File: src/rtl/arbiter_rr_burst.sv
// Round-robin burst arbiter: shares one memory command/data port among NUM_CORES cores.
// Optional stall timeout abort enabled by defining ARB_TIMEOUT_EN.
module arbiter_rr_burst #(
  parameter int unsigned MAIN_MEM_ADDR_WIDTH = 32,
  parameter int unsigned NUM_CORES = 4,
  parameter int unsigned BURST_WIDTH = 6,
  parameter logic [MAIN_MEM_ADDR_WIDTH-1:0] WR_OFFSET = 32'h0000_1000,
  parameter int unsigned TIMEOUT_CYCLES = 255
) (
  input  logic                           w_clock,
  input  logic                           w_reset,
  input  logic [NUM_CORES-1:0]           w_req,
  input  logic                           w_cfg_we,
  input  logic [$clog2(NUM_CORES)-1:0]   w_cfg_core,
  input  logic [MAIN_MEM_ADDR_WIDTH-1:0] w_cfg_addr,
  input  logic [BURST_WIDTH-1:0]         w_cfg_burst,
  output logic                           w_cmd_valid,
  input  logic                           w_cmd_ready,
  output logic [MAIN_MEM_ADDR_WIDTH-1:0] w_addr,
  output logic                           w_rw,
  output logic [BURST_WIDTH-1:0]         w_burst,
  input  logic                           w_beat,
  output logic [NUM_CORES-1:0]           w_grant,
  output logic                           w_done,
  output logic                           w_error
);

  localparam int unsigned CoreW = $clog2(NUM_CORES);

  typedef enum logic [2:0] {StIdle, StArb, StCmd, StBeat, StDone} state_t;

  state_t                         state;
  logic [MAIN_MEM_ADDR_WIDTH-1:0] base_tbl  [NUM_CORES];
  logic [BURST_WIDTH-1:0]         burst_tbl [NUM_CORES];
  logic [NUM_CORES-1:0]           phase;
  logic [CoreW-1:0]               ptr;
  logic [CoreW-1:0]               sel;
  logic [BURST_WIDTH-1:0]         beat_cnt;

  logic [CoreW-1:0]               pick;
  logic                           pick_vld;
  logic [MAIN_MEM_ADDR_WIDTH-1:0] pick_addr;

  // Search starts just after the last granted core, so it becomes lowest priority.
  always_comb begin
    int unsigned idx;
    logic [CoreW-1:0] idx_c;
    pick     = ptr;
    pick_vld = 1'b0;
    idx      = 0;
    idx_c    = '0;
    for (int unsigned i = 1; i <= NUM_CORES; i++) begin
      idx   = (32'(ptr) + i) % NUM_CORES;
      idx_c = CoreW'(idx);
      if (!pick_vld && w_req[idx_c]) begin
        pick     = idx_c;
        pick_vld = 1'b1;
      end
    end
  end

  assign pick_addr = base_tbl[pick] + (phase[pick] ? WR_OFFSET : '0);

`ifdef ARB_TIMEOUT_EN
  localparam int unsigned StallW = $clog2(TIMEOUT_CYCLES + 1);

  logic [StallW-1:0] stall_cnt;
  logic              timed_out;
  logic              stalled;

  always_comb begin
    stalled = ((state == StCmd) && !w_cmd_ready) || ((state == StBeat) && !w_beat);
  end
`else
  localparam int unsigned unused_timeout = TIMEOUT_CYCLES;
  assign w_error = 1'b0;
`endif

  always_ff @(posedge w_clock) begin
    if (w_reset) begin
      state       <= StIdle;
      ptr         <= CoreW'(NUM_CORES - 1);
      sel         <= '0;
      phase       <= '0;
      beat_cnt    <= '0;
      w_cmd_valid <= 1'b0;
      w_addr      <= '0;
      w_rw        <= 1'b0;
      w_burst     <= '0;
      w_grant     <= '0;
      w_done      <= 1'b0;
      for (int i = 0; i < NUM_CORES; i++) begin
        base_tbl[i]  <= '0;
        burst_tbl[i] <= '0;
      end
`ifdef ARB_TIMEOUT_EN
      stall_cnt <= '0;
      timed_out <= 1'b0;
      w_error   <= 1'b0;
`endif
    end else begin
      // ARB reads the table registered before this edge, so a same-cycle write is seen next ARB.
      if (w_cfg_we && (32'(w_cfg_core) < NUM_CORES)) begin
        base_tbl[w_cfg_core]  <= w_cfg_addr;
        burst_tbl[w_cfg_core] <= w_cfg_burst;
      end

      unique case (state)
        StIdle: begin
          if (|w_req) state <= StArb;
        end
        StArb: begin
          if (pick_vld) begin
            sel         <= pick;
            w_rw        <= phase[pick];
            w_addr      <= pick_addr;
            w_burst     <= burst_tbl[pick];
            w_grant     <= NUM_CORES'(1) << pick;
            w_cmd_valid <= 1'b1;
            state       <= StCmd;
`ifdef ARB_TIMEOUT_EN
            stall_cnt   <= '0;
            timed_out   <= 1'b0;
`endif
          end else begin
            state <= StIdle;
          end
        end
        StCmd: begin
          if (w_cmd_ready) begin
            w_cmd_valid <= 1'b0;
            beat_cnt    <= '0;
            if (w_burst == '0) begin
              w_done <= 1'b1;
              state  <= StDone;
            end else begin
              state <= StBeat;
            end
          end
        end
        StBeat: begin
          if (w_beat) begin
            if (beat_cnt == w_burst - 1'b1) begin
              w_done <= 1'b1;
              state  <= StDone;
            end else begin
              beat_cnt <= beat_cnt + 1'b1;
            end
          end
        end
        StDone: begin
          w_done  <= 1'b0;
          w_grant <= '0;
          ptr     <= sel;
          state   <= StIdle;
`ifdef ARB_TIMEOUT_EN
          // An aborted transaction is retried with the same direction.
          if (!timed_out) phase[sel] <= ~phase[sel];
`else
          phase[sel] <= ~phase[sel];
`endif
        end
        default: state <= StIdle;
      endcase

`ifdef ARB_TIMEOUT_EN
      if (stalled) begin
        if (32'(stall_cnt) == TIMEOUT_CYCLES - 1) begin
          w_cmd_valid <= 1'b0;
          w_done      <= 1'b1;
          w_error     <= 1'b1;
          timed_out   <= 1'b1;
          state       <= StDone;
        end else begin
          stall_cnt <= stall_cnt + 1'b1;
        end
      end else if ((state == StCmd) || (state == StBeat)) begin
        stall_cnt <= '0;
      end
`endif
    end
  end

endmodule

File: config.mk
export PLATFORM = sky130hd
export DESIGN_NAME = arbiter_rr_burst
export DESIGN_NICKNAME = d
export VERILOG_FILES = /design/src/rtl/arbiter_rr_burst.sv
export SDC_FILE = /design/constraint.sdc
export NUM_CORES = 1
export LEC_CHECK = 0
export CAP_MARGIN = 5
export CELL_PAD_IN_SITES_DETAIL_PLACEMENT = 1
export CELL_PAD_IN_SITES_GLOBAL_PLACEMENT = 2
export CORE_MARGIN = 4
export CORE_UTILIZATION = 41
export DETAILED_ROUTE_END_ITERATION = 10
export PLACE_DENSITY_LB_ADDON = 0.1
export SETUP_SLACK_MARGIN = 0.5
export SLEW_MARGIN = 10
export SYNTH_ARGS = -nofsm -noshare
export SYNTH_HDL_FRONTEND = slang
export SYNTH_SLANG_ARGS = --single-unit
File: constraint.sdc
create_clock -name w_clock -period 10.7 [get_ports w_clock]
set_clock_uncertainty 0.1 [all_clocks]
set_input_delay 1.605 -clock w_clock [delete_from_list [all_inputs] [get_ports w_clock]]
set_output_delay 1.605 -clock w_clock [all_outputs]
set_load 0.01 [all_outputs]
==> metrics.md <==
| Metric | Value |
|---|---|
| Final Instance Area | `12100 sq um` |
| Initial core utilization | `0.417` |
| Cells after DPL | `1333` |
| Storage cell area | `5810 sq um` |
| Avg Inst Size Synth | `10.5 sq um` |
| R2R Setup Slk | `6.50 ns` |
| Yosys reg bits | `214` |
| Fill cells | `2641` |
| Relative slew slack | `0.232` |
| Worst-Skew Late Latency | `0.53 ns` |
| PwrDens | `220 nW/um^2` |
| Max-Cap Viols | `0` |
| Critical path data arrival time | `5.66 ns` |
| Drt wl/cell | `19.7 um` |
| Starting DRT DRC Count | `451` |
| Tmin final | `5.33 ns` |
| Post-Place Cell Area | `11300 sq um` |
| Mapped Cells | `965` |
| Clock H-tree levels | `1` |
| IO Port Bufs | `93` |
| Ant diodes | `0` |
| Final number of max-transition violations | `0` |
| Area Growth Syn to Fin | `19.4%` |
| Outcome | `finished clean` |
| Setup CP Type | `in2reg` |
| Hold_buf cts | `0` |
| YS warnings | `0` |
| Leakage | `4.35 nW` |
| Setup Buffers After CTS | `0` |
| Gr usage total | `0.202` |
| Via density per instance | `5.26` |
| Tcrit/Tclk final | `0.498` |
| Chip Width | `165 um` |
| Multi-input logic area | `4080 sq um` |
| I/O pins | `95` |
| Post-synth cell types | `60` |
| WL final | `27200 um` |
| Final nets | `1089` |
| Top cells by area, synth | `edfxtp_1, dfxtp_1, and2_1` |
| Commonest cells in the synthesized netlist | `nand2_1, and2_1, edfxtp_1, nand3_1, dfxtp_1` |
| Post-route DRC | `0` |
| Clock Tree Buf Depth | `3` |
| Sink Count | `214` |
| DIE HEIGHT | `165 um` |
| Die ar. | `27300 sq um` |
| Max Freq | `0.188 GHz` |
| Post-cts resize count | `0` |
| Clock root buffer | `clkbuf_16` |
| # setup viols final | `0` |
| Total power draw | `0.00266 W` |
| Total CTS buffers | `25` |
| Layout cell share with drive strength beyond 1 | `0.0806` |
| CTS tree | `done` |
| Seq/Total Area, Yosys | `0.572` |
| ANT nets after route | `0` |
| CP Data Required Time | `11.04 ns` |
| Critical path peak fanout | `41` |
| Grt total ovfl | `0` |
| Placer's final routability congestion estimate | `0.777` |
| Final hold violation count | `0` |
| Row count | `57` |
| Top FF cell, synth | `edfxtp_1` |
| Startpoint Class | `primary input` |
| Leading area contributor after synthesis | `edfxtp_1` |
| First-pass GRT wire length | `43000 um` |
| Vias in the first global route | `7511` |
| Slew @ Worst Pin | `1.15 ns` |
| Hold Crit Class | `reg2reg` |
| Final Util | `0.498` |
| Dominant cell by count in the synthesized netlist | `nand2_1` |
| VDD IR max | `166 uV` |
| Non-Filler Instances | `1378` |
| Detail Placement HPWL | `16600 um` |
| Largest net degree at the start of global routing | `77` |
| Initial antenna violation count | `0` |
| Setup TNS | `0 ns` |
| Syn Nets | `1018` |
| DR vias | `7243` |
| Mapped Area | `10100 sq um` |
| DR pass1 iterations | `5` |
| Top cell type's share of synthesized area | `0.450` |
| CORE AREA | `24300 sq um` |
| Crit end category | `register` |
| Post-synth EDFFs | `152` |
| Clock transition at path regs | `0.06 ns` |
| Post-synth ARST share | `0` |
| Unrepaired setup endpoints after global routing | `no` |
where the power goes:
group | switching (W) | internal (W)
Clock | 0.000343 | 0.000482
Sequential | 0.0000784 | 0.00101
Combinational | 0.000441 | 0.000310
Total | 0.000862 | 0.00180
cell usage in the layout, fill, tap and decap left out, types with 4 or more instances in the layout:
cell type / n
nand2_1: 163
and2_1: 156
edfxtp_1: 152
clkdlybuf4s50_1: 92
nand3_1: 72
dfxtp_1: 62
nor2_1: 49
mux2i_1: 32
a21oi_1: 27
clkbuf_16: 25
xnor2_1: 18
a211oi_1: 17
nand4_1: 14
buf_4: 12
nor3_1: 11
xor2_1: 11
a31oi_1: 10
mux2_2: 10
and3_1: 8
inv_1: 7
o21ai_0: 7
clkbuf_1: 7
clkinv_2: 7
nor2b_1: 6
o211ai_1: 5
a32oi_1: 4
nor4_1: 4
o21a_1: 4
or3_1: 4
ha_1: 4
metal layers:
metal	share of wire	GRT usage
met1	0.48	0.287
met2	0.46	0.335
met3	0.041	0.0266
met4	0.017	0.0409
met5	0	0
metrics by stage:
stage	hold slack [ns]	setup WS, ns
after floorplan	0.359	5.86
after global placement	0.338	4.85
after detailed placement	0.347	4.81
after CTS	0.356	5.31
after global routing	0.369	5.03
final	0.355	5.37
sequential cells by signal, indices dropped and copies added, names as in the netlist:
| register | cells |
|---|---|
| sel | 2 |
| state | 3 |
| w_done | 1 |
| w_burst | 6 |
| w_cmd_valid | 1 |
| w_grant | 4 |
| w_rw | 1 |
| burst_tbl | 24 |
| beat_cnt | 6 |
| w_addr | 32 |
| phase | 4 |
| ptr | 2 |
| base_tbl | 128 |
logic make-up after synthesis:
| kind of cell | share of synthesized area |
|---|---|
| DFF | 0.572 |
| adders and majority gates | 0.00493 |
| other | 0.000370 |
| buffers and inverters | 0.0305 |
| AOI/OAI and AO/OA | 0.0655 |
| muxes | 0.0449 |
| xor gates and xnor gates | 0.0250 |
| and+or+nand+nor | 0.257 |
cell type report:
| cell class | count | share of cell area |
|---|---|---|
| timing repair buffer | 105 | 0.0839 |
| sequential | 214 | 0.479 |
| inverter | 7 | 0.00217 |
| tap | 324 | 0.0335 |
| clock buffer | 32 | 0.0538 |
| clock inverter | 13 | 0.0111 |
| multi-input combinational | 683 | 0.336 |
critical path, cell delays in order:
cell	delay [ns]
clkdlybuf4s50_1	0.45
nor2b_1	0.18
a21o_1	0.21
a221oi_4	0.95
buf_4	0.60
nand2_1	0.09
and3_1	0.17
a31oi_1	0.16
ha_1	0.24
o211ai_2	0.20
nor4_4	0.39
nand4_1	0.12
a311oi_1	0.28
path summary, 6_finish.rpt:
| path | end | cells after the start | start |
|---|---|---|---|
| worst max-delay path | w_addr[30] | 13 | w_req[3] |
| worst min-delay path | w_cmd_valid | 2 | w_cmd_valid |
| worst max register to register | w_addr[30] | 12 | ptr[0] |
| worst min register to register | w_cmd_valid | 2 | w_cmd_valid |
Power figures use the tool's default switching activity.
